### src/rtl/ap9_fetch_unit_if.sv
// Bus bundle for the AP9 fetch unit.
// Groups the RAM port, the execute-stage access port and the decode-side FIFO head
// so the fetch unit and its environment connect through one port.
//   master : the fetch unit (drives the RAM bus, ex_ack/ex_rdata and the FIFO head).
//   slave  : the RAM + CPU sequencer side.
interface ap9_fetch_unit_if #(
  parameter int unsigned DEPTH = 4
);
  // RAM port
  logic [15:0]              bus_RAM_ADDRESS;
  logic [15:0]              bus_RAM_DATA_OUT;
  logic                     wire_RW;
  logic [15:0]              bus_RAM_DATA_IN;
  // Execute-stage data access
  logic                     ex_req;
  logic                     ex_we;
  logic [15:0]              ex_addr;
  logic [15:0]              ex_wdata;
  logic                     ex_ack;
  logic [15:0]              ex_rdata;
  // Redirect
  logic                     flush;
  logic [15:0]              flush_pc;
  // Instruction stream to decode
  logic                     ir_valid;
  logic                     ir_ready;
  logic [15:0]              ir_word;
  logic [15:0]              ir_pc;
  logic [$clog2(DEPTH):0]   fifo_count;

  modport master (
    output bus_RAM_ADDRESS, wire_RW, bus_RAM_DATA_IN,
    output ex_ack, ex_rdata,
    output ir_valid, ir_word, ir_pc, fifo_count,
    input  bus_RAM_DATA_OUT,
    input  ex_req, ex_we, ex_addr, ex_wdata,
    input  flush, flush_pc,
    input  ir_ready
  );

  modport slave (
    input  bus_RAM_ADDRESS, wire_RW, bus_RAM_DATA_IN,
    input  ex_ack, ex_rdata,
    input  ir_valid, ir_word, ir_pc, fifo_count,
    output bus_RAM_DATA_OUT,
    output ex_req, ex_we, ex_addr, ex_wdata,
    output flush, flush_pc,
    output ir_ready
  );
endinterface

### src/rtl/ap9_fetch_unit.sv
// AP9 instruction prefetch unit and RAM-port arbiter.
// Streams instruction words from the single-port RAM into a DEPTH-entry FIFO tagged with
// their fetch address, and gives execute-stage data accesses priority on the shared bus.
// Every RAM access is two cycles: an issue edge (address/RW/data registered) and a
// capture edge (read data sampled).
// Ports:
//   wire_clock   : system clock, rising edge.
//   wire_reset_n : asynchronous active-low reset.
//   fu           : ap9_fetch_unit_if master (RAM bus, ex access port, FIFO head, flush).
// DEPTH must be a power of two >= 2 so the FIFO pointers wrap by natural overflow.
module ap9_fetch_unit #(
  parameter int unsigned DEPTH    = 4,
  parameter logic [15:0] RESET_PC = 16'h0000
) (
  input logic               wire_clock,
  input logic               wire_reset_n,
  ap9_fetch_unit_if.master  fu
);

  localparam int unsigned AW = $clog2(DEPTH);
  localparam int unsigned CW = $clog2(DEPTH) + 1;

  localparam logic [1:0] S_IDLE = 2'd0;
  localparam logic [1:0] S_IF   = 2'd1;
  localparam logic [1:0] S_EX   = 2'd2;

  logic [1:0]    state_q, state_d;
  logic [15:0]   addr_q, addr_d;
  logic          rw_q, rw_d;
  logic [15:0]   wdata_q, wdata_d;
  logic [15:0]   rdata_q, rdata_d;
  logic          ack_q, ack_d;
  logic [15:0]   fetch_pc_q, fetch_pc_d;

  logic [15:0]   word_q [DEPTH];
  logic [15:0]   pc_q   [DEPTH];
  logic [AW-1:0] wr_ptr_q, rd_ptr_q;
  logic [CW-1:0] count_q;

  logic          ir_valid;
  logic          push;
  logic          pop;

  assign ir_valid = (count_q != '0);
  // A flush empties the FIFO, so it overrides any pop of the old head.
  assign pop      = ir_valid & fu.ir_ready & ~fu.flush;

  always_comb begin
    state_d    = state_q;
    addr_d     = addr_q;
    rw_d       = rw_q;
    wdata_d    = wdata_q;
    rdata_d    = rdata_q;
    ack_d      = 1'b0;
    fetch_pc_d = fetch_pc_q;
    push       = 1'b0;

    unique case (state_q)
      S_IDLE: begin
        // ex_req is still high during the ack cycle; ignoring it then avoids a reissue.
        if (fu.ex_req && !ack_q) begin
          addr_d  = fu.ex_addr;
          rw_d    = fu.ex_we;
          wdata_d = fu.ex_wdata;
          state_d = S_EX;
        end else if (!fu.flush && (count_q < CW'(DEPTH))) begin
          addr_d  = fetch_pc_q;
          rw_d    = 1'b0;
          state_d = S_IF;
        end else begin
          rw_d    = 1'b0;
        end
      end
      S_IF: begin
        // A flush on the capture edge drops the word and leaves fetch_pc to the redirect.
        if (!fu.flush) begin
          push       = 1'b1;
          fetch_pc_d = fetch_pc_q + 16'd1;
        end
        state_d = S_IDLE;
      end
      S_EX: begin
        if (!rw_q) rdata_d = fu.bus_RAM_DATA_OUT;
        ack_d   = 1'b1;
        rw_d    = 1'b0;
        state_d = S_IDLE;
      end
      default: begin
        rw_d    = 1'b0;
        state_d = S_IDLE;
      end
    endcase

    if (fu.flush) fetch_pc_d = fu.flush_pc;
  end

  always_ff @(posedge wire_clock or negedge wire_reset_n) begin
    if (!wire_reset_n) begin
      state_q    <= S_IDLE;
      addr_q     <= 16'h0000;
      rw_q       <= 1'b0;
      wdata_q    <= 16'h0000;
      rdata_q    <= 16'h0000;
      ack_q      <= 1'b0;
      fetch_pc_q <= RESET_PC;
    end else begin
      state_q    <= state_d;
      addr_q     <= addr_d;
      rw_q       <= rw_d;
      wdata_q    <= wdata_d;
      rdata_q    <= rdata_d;
      ack_q      <= ack_d;
      fetch_pc_q <= fetch_pc_d;
    end
  end

  always_ff @(posedge wire_clock or negedge wire_reset_n) begin
    if (!wire_reset_n) begin
      wr_ptr_q <= '0;
      rd_ptr_q <= '0;
      count_q  <= '0;
      for (int i = 0; i < int'(DEPTH); i++) begin
        word_q[i] <= 16'h0000;
        pc_q[i]   <= 16'h0000;
      end
    end else if (fu.flush) begin
      wr_ptr_q <= '0;
      rd_ptr_q <= '0;
      count_q  <= '0;
    end else begin
      if (push) begin
        word_q[wr_ptr_q] <= fu.bus_RAM_DATA_OUT;
        pc_q[wr_ptr_q]   <= addr_q;
        wr_ptr_q         <= wr_ptr_q + 1'b1;
      end
      if (pop) rd_ptr_q <= rd_ptr_q + 1'b1;
      case ({push, pop})
        2'b10:   count_q <= count_q + 1'b1;
        2'b01:   count_q <= count_q - 1'b1;
        default: count_q <= count_q;
      endcase
    end
  end

  assign fu.bus_RAM_ADDRESS = addr_q;
  assign fu.wire_RW         = rw_q;
  assign fu.bus_RAM_DATA_IN = wdata_q;
  assign fu.ex_ack          = ack_q;
  assign fu.ex_rdata        = rdata_q;
  assign fu.ir_valid        = ir_valid;
  assign fu.ir_word         = word_q[rd_ptr_q];
  assign fu.ir_pc           = pc_q[rd_ptr_q];
  assign fu.fifo_count      = count_q;

  // The requester must hold its access stable and asserted until it is acknowledged.
  ex_req_held: assert property (@(posedge wire_clock) disable iff (!wire_reset_n)
      (state_q == S_EX) |-> (fu.ex_req && (fu.ex_addr == addr_q) && (fu.ex_we == rw_q) &&
                             (!rw_q || (fu.ex_wdata == wdata_q))));

endmodule

### src/flat_wrapper.sv
// flat-port wrapper written by rule: the top's interface ports become plain ports
module ap9_fetch_unit_flat 
#(
  parameter int unsigned DEPTH    = 4,
  parameter logic [15:0] RESET_PC = 16'h0000
)
  (wire_clock, wire_reset_n, fu_bus_RAM_ADDRESS, fu_wire_RW, fu_bus_RAM_DATA_IN, fu_ex_ack, fu_ex_rdata, fu_ir_valid, fu_ir_word, fu_ir_pc, fu_fifo_count, fu_bus_RAM_DATA_OUT, fu_ex_req, fu_ex_we, fu_ex_addr, fu_ex_wdata, fu_flush, fu_flush_pc, fu_ir_ready);
  ap9_fetch_unit_if #(.DEPTH(DEPTH)) fu_i ();
  input logic wire_clock;
  input logic wire_reset_n;
  output wire logic [$bits(fu_i.bus_RAM_ADDRESS)-1:0] fu_bus_RAM_ADDRESS;
  output wire logic [$bits(fu_i.wire_RW)-1:0] fu_wire_RW;
  output wire logic [$bits(fu_i.bus_RAM_DATA_IN)-1:0] fu_bus_RAM_DATA_IN;
  output wire logic [$bits(fu_i.ex_ack)-1:0] fu_ex_ack;
  output wire logic [$bits(fu_i.ex_rdata)-1:0] fu_ex_rdata;
  output wire logic [$bits(fu_i.ir_valid)-1:0] fu_ir_valid;
  output wire logic [$bits(fu_i.ir_word)-1:0] fu_ir_word;
  output wire logic [$bits(fu_i.ir_pc)-1:0] fu_ir_pc;
  output wire logic [$bits(fu_i.fifo_count)-1:0] fu_fifo_count;
  input wire logic [$bits(fu_i.bus_RAM_DATA_OUT)-1:0] fu_bus_RAM_DATA_OUT;
  input wire logic [$bits(fu_i.ex_req)-1:0] fu_ex_req;
  input wire logic [$bits(fu_i.ex_we)-1:0] fu_ex_we;
  input wire logic [$bits(fu_i.ex_addr)-1:0] fu_ex_addr;
  input wire logic [$bits(fu_i.ex_wdata)-1:0] fu_ex_wdata;
  input wire logic [$bits(fu_i.flush)-1:0] fu_flush;
  input wire logic [$bits(fu_i.flush_pc)-1:0] fu_flush_pc;
  input wire logic [$bits(fu_i.ir_ready)-1:0] fu_ir_ready;
  assign fu_bus_RAM_ADDRESS = fu_i.bus_RAM_ADDRESS;
  assign fu_wire_RW = fu_i.wire_RW;
  assign fu_bus_RAM_DATA_IN = fu_i.bus_RAM_DATA_IN;
  assign fu_ex_ack = fu_i.ex_ack;
  assign fu_ex_rdata = fu_i.ex_rdata;
  assign fu_ir_valid = fu_i.ir_valid;
  assign fu_ir_word = fu_i.ir_word;
  assign fu_ir_pc = fu_i.ir_pc;
  assign fu_fifo_count = fu_i.fifo_count;
  assign fu_i.bus_RAM_DATA_OUT = fu_bus_RAM_DATA_OUT;
  assign fu_i.ex_req = fu_ex_req;
  assign fu_i.ex_we = fu_ex_we;
  assign fu_i.ex_addr = fu_ex_addr;
  assign fu_i.ex_wdata = fu_ex_wdata;
  assign fu_i.flush = fu_flush;
  assign fu_i.flush_pc = fu_flush_pc;
  assign fu_i.ir_ready = fu_ir_ready;
  ap9_fetch_unit #(.DEPTH(DEPTH), .RESET_PC(RESET_PC)) u_core (.wire_clock(wire_clock), .wire_reset_n(wire_reset_n), .fu(fu_i));
endmodule
### config.mk
export PLATFORM = sky130hd
export DESIGN_NAME = ap9_fetch_unit_flat
export DESIGN_NICKNAME = d
export VERILOG_FILES = /design/src/rtl/ap9_fetch_unit_if.sv /design/src/rtl/ap9_fetch_unit.sv /design/src/flat_wrapper.sv
export SDC_FILE = /design/constraint.sdc
export NUM_CORES = 1
export LEC_CHECK = 0
export CAP_MARGIN = 15
export CORE_AREA = 2 2 153 155
export DETAILED_ROUTE_END_ITERATION = 7
export DIE_AREA = 0 0 155 157
export HOLD_SLACK_MARGIN = 0.05
export PLACE_DENSITY_LB_ADDON = 0.08
export SLEW_MARGIN = 30
export SYNTH_ARGS = -nofsm -noshare
export SYNTH_HDL_FRONTEND = slang
export SYNTH_SLANG_ARGS = --single-unit
### constraint.sdc
create_clock -name wire_clock -period 1.95 [get_ports wire_clock]
set_input_delay 0.195 -clock wire_clock [delete_from_list [all_inputs] [get_ports wire_clock]]
set_output_delay 0.195 -clock wire_clock [all_outputs]
set_load 0.02 [all_outputs]
==> flow_summary.ini, run 1 <==
[routing]
viasPerCell = 5.099
vias = 5629
drt-total-wl_um = 20990
postRouteAntennaNets = 0
dr.pass1.iters = 4
first_iter_violations = 186
wl_per_cell_um = 19.01
drc = 0

[critical_path]
path_max_fanout = 3
cp_top_family = buffers and inverters
path_cells = buf_6 > buf_12 > buf_8 > mux4_2 > buf_6
crit_slowest_cell = mux4_2
worstSetupPathType = flop to primary output
slowest_delay_ns = 0.44
worst_setup_path_start_kind = flop
cp_num_buf_inv = 4
cp_common_cell = buf_6
worstPathArrival_ns = 1.89
end_kind = primary output
cp.required_ns = 1.75

[final_layout]
drive_gt1_share_pct = 38.71
nets = 877
n_antenna_cell = 0
layout_common_cells = dfrtp_1, mux2_2, clkdlybuf4s50_1
area_delta_synth_final_pct = 35.59
nFillCells = 1876
final_common_cell = dfrtp_1

[power]
leakage_nw = 5.360
irDropWorstVdd_mv = 1.026
p_comb_share_pct = 37.6
power.switching_mw = 5.671
internal_power_mw = 11.91
finalPower_mw = 17.58
p_clk_share_pct = 26.2
seqPwrFrac_pct = 36.2
power-per-cell-area_nw_per_um2 = 1455
swShare_pct = 32.26

[yosys]
synth_edf_count = 0
synth-async-reset-ratio_pct = 100.0
syn-cell-area_um2 = 8912
synth_cell_types = 38
syn_inst = 614
ys_ff_latch = 203
yosys_warnings = 0
yosys_most_used_dff = dfrtp_1
postSynthAreaPerCell_um2 = 14.52
syn_nets = 690
ys_seq_area_share_pct = 57.00

[sta]
fmax_mhz = 480.0
relSlewSlack_pct = 69.14
period_minus_slack_ns = 2.083
hold_violations = 0
drv_slew = 0
fin_tns_setup_ns = -2.647
setup_viol = 32
layout_setup_ws_ns = -0.1332
min_period_over_period_pct = 106.8
skew_ns = 0.01636
rsz0062_at_grt = true
worstMarginPinSlew_ns = 0.4587
worst_hold_slack_ns = 0.1922

[placed_design]
post-place-ws_ns = -0.01184
numPortBuffers = 155
gp_congestion = 0.7839
dp.final_hpwl_um = 14170

[global_routing]
grt_pass1_vias = 6250
grt_usage_pct = 17.60
grt_pass1_wl_um = 33970
grt_max_degree = 55
antenna_found_initial = 0
grt.overflow.total = 0

[floorplan]
die_h_um = 157
die_area_um2 = 24340
die_w_um = 155
rows = 55
io_pins = 156
core_region_area_um2 = 22500
start_util_pct = 39.61

[clock_network]
cts_buffer_depth = 3
cts.reportedPaths.clkPinSlew_ns = 0.06
clock_sinks = 203
clock_latency_ns = 0.51
clockRootBuffer = clkbuf_16
h-tree-depth = 1
cts_tree = yes
cts_buffers = 24

[flow_run]
cap_violations = 0

[min_path]
min_path_type = primary input to async pin

[run_status]
run_status = complete, but fails checks
violations = setup timing
## power by group through the flow
stage | Sequential, mW | Combinational, mW | Clock (mW)
floorplan | 6.78 | 2.95 | 0
global placement | 6.35 | 6.39 | 0
detailed placement | 6.43 | 6.49 | 0
CTS | 6.36 | 6.58 | 4.75
global route | 6.54 | 7.08 | 4.94
finish | 6.36 | 6.61 | 4.61
## cell families (layout without fill, tap and decap cells)
group | after synthesis | in the layout | synth area share [%]
mux | 207 | 207 | 29.99
simple gates | 95 | 95 | 5.251
xor+xnor | 15 | 15 | 1.474
flops | 203 | 203 | 57.00
fa+ha+maj | 6 | 6 | 0.9266
compound gates | 41 | 41 | 2.639
buf+inv | 47 | 252 | 2.724
## flip-flops by register name, indices dropped and copies added (netlist names)
signal                     flops
u_core.fu.bus_RAM_DATA_IN     16
u_core.fetch_pc_q             16
u_core.state_q                 2
u_core.fu.bus_RAM_ADDRESS     16
u_core.rd_ptr_q                2
u_core.fu.wire_RW              1
u_core.wr_ptr_q                2
u_core.fu.ex_ack               1
u_core.fu.fifo_count           3
u_core.pc_q                   64
u_core.fu.ex_rdata            16
u_core.word_q                 64
## per-stage QoR
step	utilization [%]	area [µm²]	cells
6_report	53.70	12080	1104
5_1_grt	53.70	12080	1104
4_1_cts	53.33	12000	1100
3_5_place_dp	49.24	11080	1045
3_3_place_gp	49.24	11080	1045
2_1_floorplan	-	8922	614
## timing repair
| item | in CTS | in global routing |
|---|---|---|
| pin swaps | 0 | 1 |
| buffers inserted | 9 | 5 |
| gates cloned | 1 | 1 |
| hold endpoints to repair | 142 | 0 |
| setup endpoints to repair | 33 | 34 |
| hold buffers | 1 | 0 |
| gates resized for setup | 174 | 17 |
## metal layers
metal / wire (µm) / track usage, % / vias up
met2: 10150 / 29.95 / 148
met4: 308 / 3.792 / 0
met1: 9375 / 23.42 / 2862
met3: 1149 / 3.662 / 28
li1: - / - / 2591
met5: 0 / 0 / -
## final timing paths
kind / startpoint / endpoint / slack [ns] / depth (start not counted)
min in group wire_clock: fu_flush_pc[1] / u_core.fetch_pc_q[1]$_DFFE_PN0P_ / 0.24 / 3
hold / removal: wire_reset_n / u_core.fu.ex_rdata[8]$_DFFE_PN0P_ / 0.19 / 2
hold reg to reg: u_core.word_q[62]$_DFFE_PN0P_ / u_core.word_q[62]$_DFFE_PN0P_ / 0.48 / 1
max in group asynchronous: wire_reset_n / u_core.word_q[13]$_DFFE_PN0P_ / 0.94 / 3
setup / recovery: u_core.rd_ptr_q[0]$_DFFE_PN0P_ / fu_ir_word[4] / -0.13 / 5
setup reg to reg: u_core.state_q[1]$_DFFE_PN0P_ / u_core.fetch_pc_q[14]$_DFFE_PN0P_ / 0.14 / 5
## Yosys cell counts, types with 6 or more instances
master,n,share of area [%]
nor4_1,7,0.49
clkbuf_1,11,0.46
inv_1,6,0.25
dfrtp_1,203,57
mux4_2,32,8.1
nand2_1,34,1.4
mux2i_1,15,1.7
nor3_1,7,0.39
mux2_2,151,19
xnor2_1,12,1.2
o21ai_0,26,1.5
buf_2,13,0.73
nor2_1,17,0.72
mux2_1,9,1.1
buf_4,12,1.0
and2_1,6,0.42
## cell type report
type | count | area (µm²) | share of cell area, %
Clock buffer | 29 | 670.6 | 5.550
Clock inverter | 15 | 153.9 | 1.274
Inverter | 6 | 22.52 | 0.1864
Multi-Input combinational cell | 364 | 3612 | 29.89
Sequential cell | 203 | 5082 | 42.06
Tap cell | 285 | 356.6 | 2.951
Timing Repair Buffer | 202 | 2186 | 18.09
Power figures use the tool's default switching activity.
==> run 2: changes to the inputs <==
Settings changed: CORE_AREA 2 2 153 155 to 2 2 116 203, DIE_AREA 0 0 155 157 to 0 0 118 205, GPL_TIMING_DRIVEN set to 1.
Clock period 1.95 ns to 2.3 ns, I/O delays scaled along.
==> run 2 against run 1 <==
The run now ends clean. Die area down 0.60%. Clock power down 25%. Final cell count fell by 1.3%. Flip-flop and latch count unchanged. Sequential power decreased by 16%.
==> flow_summary.ini, run 2 (synthesized netlist as in run 1, its figures left out) <==
[run_status]
run_status = complete, no violations

[critical_path]
cp.required_ns = 2.07
path_max_fanout = 19
worst_setup_path_start_kind = flop
worstSetupPathType = flop to primary output
worstPathArrival_ns = 1.98
end_kind = primary output

[clock_network]
cts_buffer_depth = 3
clock_latency_ns = 0.48
h-tree-depth = 1
clockRootBuffer = clkbuf_16
cts.reportedPaths.clkPinSlew_ns = 0.07
cts_buffers = 20
cts_tree = yes
clock_sinks = 203

[global_routing]
grt.overflow.total = 0
grt_max_degree = 58
grt_usage_pct = 17.26
antenna_found_initial = 0
grt_pass1_vias = 6215
grtUsageMet1_pct = 20.51
grt_pass1_wl_um = 33470
gr-usage-met2_pct = 32.64
met3_usage_pct = 2.784
busiest_layer = met2

[final_layout]
final_area_um2 = 11650
nets = 852
multi_input_area_um2 = 3612
layout_common_cells = dfrtp_1, mux2_2, clkdlybuf4s50_1
register_area_um2 = 5082
final_common_cell = dfrtp_1
area_delta_synth_final_pct = 30.69
nFillCells = 2006
drive_gt1_share_pct = 31.77
reg.largest.list = u_core.pc_q x64, u_core.word_q x64
n_antenna_cell = 0

[sta]
skew_ns = 0.008794
worstMarginPinSlew_ns = 0.4158
fmax_mhz = 452.3
period_minus_slack_ns = 2.211
worst_hold_slack_ns = 0.2553
hold_violations = 0
drv_slew = 0
rsz0062_at_grt = false
min_period_over_period_pct = 96.12
relSlewSlack_pct = 72.03
setup_viol = 0
fin_tns_setup_ns = 0

[power]
swShare_pct = 32.40
leakage_nw = 5.128
power-per-cell-area_nw_per_um2 = 1190
irDropWorstVdd_mv = 0.7362
p_clk_share_pct = 24.9
p_comb_share_pct = 36.4
power.switching_mw = 4.491
internal_power_mw = 9.370
seqPwrFrac_pct = 38.7

[placed_design]
dp.final_hpwl_um = 14010
placed_area_um2 = 10960
numPortBuffers = 155
gp_congestion = 0.8098

[routing]
vias = 5516
wl_per_cell_um = 18.66
postRouteAntennaNets = 0
first_iter_violations = 239
dr.pass1.iters = 6
viasPerCell = 5.061
drt-total-wl_um = 20340
drc = 0

[floorplan]
die_area_um2 = 24190
core_region_area_um2 = 22560
io_pins = 156
die_w_um = 118
rows = 73
die_h_um = 205
start_util_pct = 39.50

[flow_run]
cap_violations = 0

[min_path]
min_path_type = primary input to async pin
-- run 2: changes by cell type in the layout (fill, tap and decap cells not counted), moves of 5 or more --
cell | previous run | this run
buf_6 | 28 | 0
dlygate4sd2_1 | 0 | 27
buf_12 | 19 | 11
buf_2 | 8 | 0
clkinv_2 | 11 | 3
buf_4 | 21 | 14
clkbuf_16 | 26 | 21
clkdlybuf4s15_1 | 0 | 5
-- run 2: critical path, cell delays in order, from the launching register on --
cell and delay [ns]:
dfrtp_2 0.41, buf_12 0.22, mux4_2 0.53, dlygate4sd2_1 0.34
-- run 2: area by class of cell --
type	count	area share (%)
sequential	203	43.64
multi-input combinational	364	31.01
timing repair buffer	181	15.94
clock buffer	29	5.027
tap	300	3.223
clock inverter	7	0.9668
inverter	6	0.1934
-- run 2: timing repair --
action,4_1_cts,5_1_grt
hold buffers,1,0
gates resized for setup,32,6
setup endpoints to repair,32,6
endpoints found under the hold margin,42,0
setup buffers,0,0
-- run 2: metal layers --
metal | wire length (µm) | up-vias
li1 | - | 2526
met1 | 8193 | 2835
met2 | 10930 | 129
met3 | 907 | 26
met4 | 308 | 0
met5 | 0 | -
-- run 2: final timing paths --
kind	endpoint	from	slack [ns]	cells past startpoint
worst max register to register	u_core.fu.fifo_count[2]$_DFFE_PN0P_	u_core.fu.fifo_count[1]$_DFFE_PN0P_	0.26	6
worst min-delay path	u_core.word_q[57]$_DFFE_PN0P_	wire_reset_n	0.26	2
max in group asynchronous	u_core.fu.bus_RAM_ADDRESS[13]$_DFFE_PN0P_	wire_reset_n	1.35	3
min in group wire_clock	u_core.fetch_pc_q[5]$_DFFE_PN0P_	fu_flush_pc[5]	0.31	3
worst max-delay path	fu_ir_word[14]	u_core.rd_ptr_q[0]$_DFFE_PN0P_	0.09	3
worst min register to register	u_core.word_q[57]$_DFFE_PN0P_	u_core.word_q[57]$_DFFE_PN0P_	0.49	1
-- run 2: power groups by stage --
stage / Sequential (mW) / Clock, mW / Combinational [mW]
6_report: 5.37 / 3.45 / 5.04
5_1_grt: 5.54 / 3.73 / 5.41
4_1_cts: 5.38 / 3.57 / 5.14
3_5_place_dp: 5.45 / 0 / 5.37
3_3_place_gp: 5.37 / 0 / 5.29
2_1_floorplan: 5.74 / 0 / 2.49
-- run 2: stage by stage --
| step | setup slack (ns) | utilization [%] | instances | power [mW] |
|---|---|---|---|---|
| floorplan | 0.3010 | - | 614 | 8.237 |
| global placement | 0.1410 | 48.60 | 1053 | 10.66 |
| detailed placement | 0.09014 | 48.60 | 1053 | 10.82 |
| CTS | 0.02700 | 51.56 | 1090 | 14.09 |
| global route | 0.001499 | 51.63 | 1090 | 14.67 |
| finish | 0.08924 | 51.63 | 1090 | 13.86 |
==> RTL change 1, RTL diff (config.mk and constraints of run 2) <==
`DEPTH` is set to 4 in 3 places; all go to 8.
--- a/src/rtl/ap9_fetch_unit_if.sv
+++ b/src/rtl/ap9_fetch_unit_if.sv
@@ -4,7 +4,7 @@
 //   master : the fetch unit (drives the RAM bus, ex_ack/ex_rdata and the FIFO head).
 //   slave  : the RAM + CPU sequencer side.
 interface ap9_fetch_unit_if #(
-  parameter int unsigned DEPTH = 4
+  parameter int unsigned DEPTH = 8
 );
   // RAM port
   logic [15:0]              bus_RAM_ADDRESS;
--- a/src/rtl/ap9_fetch_unit.sv
+++ b/src/rtl/ap9_fetch_unit.sv
@@ -9,7 +9,7 @@
 //   fu           : ap9_fetch_unit_if master (RAM bus, ex access port, FIFO head, flush).
 // DEPTH must be a power of two >= 2 so the FIFO pointers wrap by natural overflow.
 module ap9_fetch_unit #(
-  parameter int unsigned DEPTH    = 4,
+  parameter int unsigned DEPTH    = 8,
   parameter logic [15:0] RESET_PC = 16'h0000
 ) (
   input logic               wire_clock,
--- a/src/flat_wrapper.sv
+++ b/src/flat_wrapper.sv
@@ -1,7 +1,7 @@
 // flat-port wrapper written by rule: the top's interface ports become plain ports
 module ap9_fetch_unit_flat 
 #(
-  parameter int unsigned DEPTH    = 4,
+  parameter int unsigned DEPTH    = 8,
   parameter logic [15:0] RESET_PC = 16'h0000
 )
   (wire_clock, wire_reset_n, fu_bus_RAM_ADDRESS, fu_wire_RW, fu_bus_RAM_DATA_IN, fu_ex_ack, fu_ex_rdata, fu_ir_valid, fu_ir_word, fu_ir_pc, fu_fifo_count, fu_bus_RAM_DATA_OUT, fu_ex_req, fu_ex_we, fu_ex_addr, fu_ex_wdata, fu_flush, fu_flush_pc, fu_ir_ready);
Ports: changed (resized fu_fifo_count); port bits go from 156 to 157. The function was not compared with the original's and may differ.
==> RTL change 1 against run 2 <==
The flow now finishes with violations (negative setup slack); global-route usage rose by 11 points; worst hold slack worse by 0.051 ns; setup slack worse by 0.27 ns; final area is 59% higher; via count is 64% higher; sequential power up 49%; area after synthesis up 68%; wire length is 65% higher; maximum frequency decreased by 11%; clock power grew 46%; critical path type unchanged; sequential share of layout area increased by 1.5 points; sequential cell count is 131 higher; power is 52% higher.
==> RTL change 1: results (changes against run 2) <==
| Metric | Value |
|---|---|
| Largest net degree at the start of global routing | `71 (+22%)` |
| Crit Reg-Reg Startpoint | `u_core.fu.fifo_count[0]$_DFFE_PN0P_` |
| Nets | `1,230 (+44%)` |
| Fraction of layout instances using a drive strength above 1 | `0.450 (+0.132)` |
| GRT Total Usage | `0.284 (+0.111)` |
| Largest fanout on the critical path | `8 (-11)` |
| RePlAce Congestion | `0.846 (+4.4%)` |
| Worst R2R Setup Slack | `0.15 ns (-0.11 ns)` |
| Multi-input logic area | `6380 um2 (+77%)` |
| Setup WS post-layout | `-0.179 ns (-0.268 ns)` |
| Failing checks | `negative setup slack` |
| Path depth of the worst reg2reg path | `7 (+1)` |
| Synth Area in Adders | `0.00419 (-0.00508)` |
| Seq/Total Area, Yosys | `0.560 (-0.0104)` |
| # placed instances | `1,414 (+34%)` |
| Drt pass-1 iters | `5 (-1)` |
| Synth area leaders | `dfrtp_1 56%, mux2_2 24%, mux4_2 9.7%` |
| Final setup viols | `32 (+32)` |
| Outcome | `complete, but fails checks` |
| Multi-input gates | `577 (+59%)` |
| Leakage | `8.59 nW (+68%)` |
| Multiplexer area fraction after synthesis | `0.351 (+0.0506)` |
| Slew of the pin with the lowest slew margin | `0.522 ns (+0.106 ns)` |
| Via/cell ratio | `6.11 (+21%)` |
| Clock latency on the worst-skew pair | `0.56 ns (+0.08 ns)` |
| Xor/xnor cell area share of the yosys netlist | `0.0106 (-0.00419)` |
| Worst setup path end | `fu_ir_word[2]` |
| # port buffers | `156 (+0.65%)` |
| DPL Wire Length | `20,300 um (+45%)` |
| Top Registers | `u_core.pc_q x128, u_core.word_q x128` |
| Netlist cell types | `45 (+18%)` |
| Tot Pwr | `21.1 mW (+52%)` |
| Layout non-clock buf frac | `0.130 (-0.0299)` |
| Hold_ws | `0.204 ns (-0.0514 ns)` |
| Switching share of power | `0.315 (-0.00868)` |
-- RTL change 1: changes by cell type in the layout (fill, tap and decap cells not counted), moves of 25 or more --
cell	before	now
dfrtp_1	201	329
mux2_2	151	289
mux2_4	0	25
dlygate4sd2_1	27	0
buf_6	0	33
mux4_2	32	64
-- RTL change 1: layer usage --
layer	part of all wire	routed length, um	global-route usage
met4	0.017	573	0.0882
met1	0.39	13000	0.347
met5	0	0	0
met3	0.039	1320	0.0387
met2	0.56	18700	0.523
-- RTL change 1: per-stage QoR --
stage	utilization	cell area [um2]
floorplan	-	14900
global placement	0.763	17200
detailed placement	0.763	17200
CTS	0.818	18500
global route	0.821	18500
finish	0.821	18500
-- RTL change 1: timing repair --
item / 4_1_cts / 5_1_grt
hold buffers: 1 / 0
resized for setup: 196 / 36
pin swaps: 0 / 0
cloned: 4 / 0
setup endpoints to repair: 33 / 33
hold endpoints to repair: 55 / 0
buffers inserted: 6 / 0
==> RTL change 2, RTL diff (flow settings as in run 2) <==
Made on the original files. Make the reset (`wire_reset_n`) synchronous in 2 clocked blocks. Comments in the files are not updated.
--- a/src/rtl/ap9_fetch_unit.sv
+++ b/src/rtl/ap9_fetch_unit.sv
@@ -94,7 +94,7 @@
     if (fu.flush) fetch_pc_d = fu.flush_pc;
   end
 
-  always_ff @(posedge wire_clock or negedge wire_reset_n) begin
+  always_ff @(posedge wire_clock) begin
     if (!wire_reset_n) begin
       state_q    <= S_IDLE;
       addr_q     <= 16'h0000;
@@ -114,7 +114,7 @@
     end
   end
 
-  always_ff @(posedge wire_clock or negedge wire_reset_n) begin
+  always_ff @(posedge wire_clock) begin
     if (!wire_reset_n) begin
       wr_ptr_q <= '0;
       rd_ptr_q <= '0;
Function: differs if wire_reset_n is asserted again (counterexample within 4 cycles, from zero or initial values and one cycle with wire_reset_n low); with wire_reset_n held inactive, the same outputs for 4 cycles.
==> RTL change 2 against run 2 <==
Via count grew 6.1%; highest routed layer unchanged; area after synthesis fell by 0.84%; count of clock-buffer cells in the layout is the same; register-to-register slack worse by 0.03 ns; sequential cell count is 2 higher; global-route usage increased by 0.53 points; final area fell by 1.4%; wire length rose by 4.7%; setup slack better by 0.0014 ns; final cell count grew 6.6%; synthesized cell count increased by 12%; maximum frequency barely moved; largest cell class unchanged.
Power is not compared: it rests on default switching activity, and its combinational part moved more than twofold at a synthesized area within 25%.
==> RTL change 2: results (changes against run 2) <==
| Metric | Value |
|---|---|
| Fraction of layout instances using a drive strength above 1 | `0.116 (-0.202)` |
| GRT Total Usage | `0.178 (+0.00534)` |
| Synth area leaders | `edfxtp_1 43%, dfxtp_1 17%, and2_1 9.3%` |
| Syn avg cell area | `12.8 um2 (-12%)` |
| RePlAce Congestion | `0.819 (+1.1%)` |
| Largest fanout on the critical path | `13 (-6)` |
| Synth Flop Type | `edfxtp_1` |
| Final core occ | `0.509 (-0.00727)` |
| Largest net degree at the start of global routing | `61 (+5.2%)` |
| Synth Area in Compound Gates | `0.0709 (+0.0445)` |
| Multi-input logic area | `3280 um2 (-9.1%)` |
| Slowest stage delay, CP | `0.55 ns (+0.02 ns)` |
| # fillers | `2,024 (+0.90%)` |
| Vias in the first global route | `6,257 (+0.68%)` |
| Post-synth EDFFs | `128 (+128)` |
| Multiplexer area fraction after synthesis | `0.0997 (-0.200)` |
| WL/cell | `18.3 um (-1.8%)` |
| Global-route wire length before repair | `33,600 um (+0.51%)` |
| #FFs+latches synth | `205 (+0.99%)` |
| Seq/total area | `0.469 (+0.0330)` |
| Async SR Flop Fraction | `0 (-1.00)` |
| Vias | `5,855 (+6.1%)` |
| Drt pass-1 iters | `4 (-2)` |
| Min-delay worst type | `input port to flip-flop` |
| # placed instances | `1,125 (+6.8%)` |
| Count of non-CTS buffers in the layout | `180 (-0.55%)` |
| Non-Filler Instances | `1,162 (+6.6%)` |
| Largest family of logic cells by synthesized area | `simple AND/OR/NAND/NOR gates` |
| Reg area | `5390 um2 (+6.1%)` |
| Synth top cells by count | `132 x and2_1, 128 x edfxtp_1, 94 x nand2_1, 77 x dfxtp_1, 32 x mux4_2` |
| # port buffers | `155 (unchanged)` |
| Number of DRC markers in iteration 0 | `257 (+7.5%)` |
| Pre-CTS setup slack | `0.0565 ns (-0.0337 ns)` |
| Synth Area in Adders | `0.00510 (-0.00417)` |
| Outcome | `finished clean` |
| Xor/xnor cell area share of the yosys netlist | `0.0159 (+0.00112)` |
| Final-layout clock-cell area share | `0.0523 (-0.00764)` |
| DPL Wire Length | `14,300 um (+2.4%)` |
| CTS Hold Bufs | `0 (-1)` |
==> RTL change 2: changes by cell type in the layout (fill, tap and decap cells not counted), sizes merged, moves of 17 or more <==
cell	delta
a21boi	+32
and2	+126
dfrtp	-203
dfxtp	+77
edfxtp	+128
mux2	-160
nand2	+60
o211a	+17
==> RTL change 2: kinds of logic after synthesis <==
kind of cell	Yosys count
adders and majority gates	3
AOI/OAI and AO/OA	87
buffers and inverters	49
xor gates and xnor gates	16
DFF	205
muxes	48
and+or+nand+nor	281
==> RTL change 2: final timing paths <==
path              slack (ns)                                         to                                      start  cells past startpoint
setup / recovery        0.09                                fu_ir_pc[3]                                  flip-flop                      3
hold / removal          0.18         u_core.fu.ex_rdata[2]$_SDFFE_PN0P_                               wire_reset_n                      2
setup reg to reg        0.23       u_core.fu.fifo_count[2]$_SDFFE_PP0P_       u_core.fu.fifo_count[2]$_SDFFE_PP0P_                      8
hold reg to reg         0.46  u_core.fu.bus_RAM_DATA_IN[9]$_SDFFE_PN0P_  u_core.fu.bus_RAM_DATA_IN[9]$_SDFFE_PN0P_                      2
==> RTL change 2: report_power, final <==
group / internal, mW / leakage [nW] / switching, mW / total [mW]
clock: 1.71 / 0.295 / 1.34 / 3.05
sequential: 4.06 / 1.96 / 0.121 / 4.18
combinational: 0.396 / 2.07 / 0.418 / 0.814
==> RTL change 2: layer usage <==
metal	part of all wire	vias up	routed length, um	GRT usage
met4	0.026	0	559	0.0581
li1	-	2781	-	-
met1	0.37	2887	7940	0.196
met3	0.042	31	899	0.0259
met5	0	-	0	0
met2	0.56	156	11900	0.347
==> RTL change 2: what timing repair did <==
action                                 CTS  global route
endpoints found under the hold margin    0             0
gates resized for setup                 34             2
cloned                                   0             1
setup endpoints to repair               32             1
setup buffers                            0             0
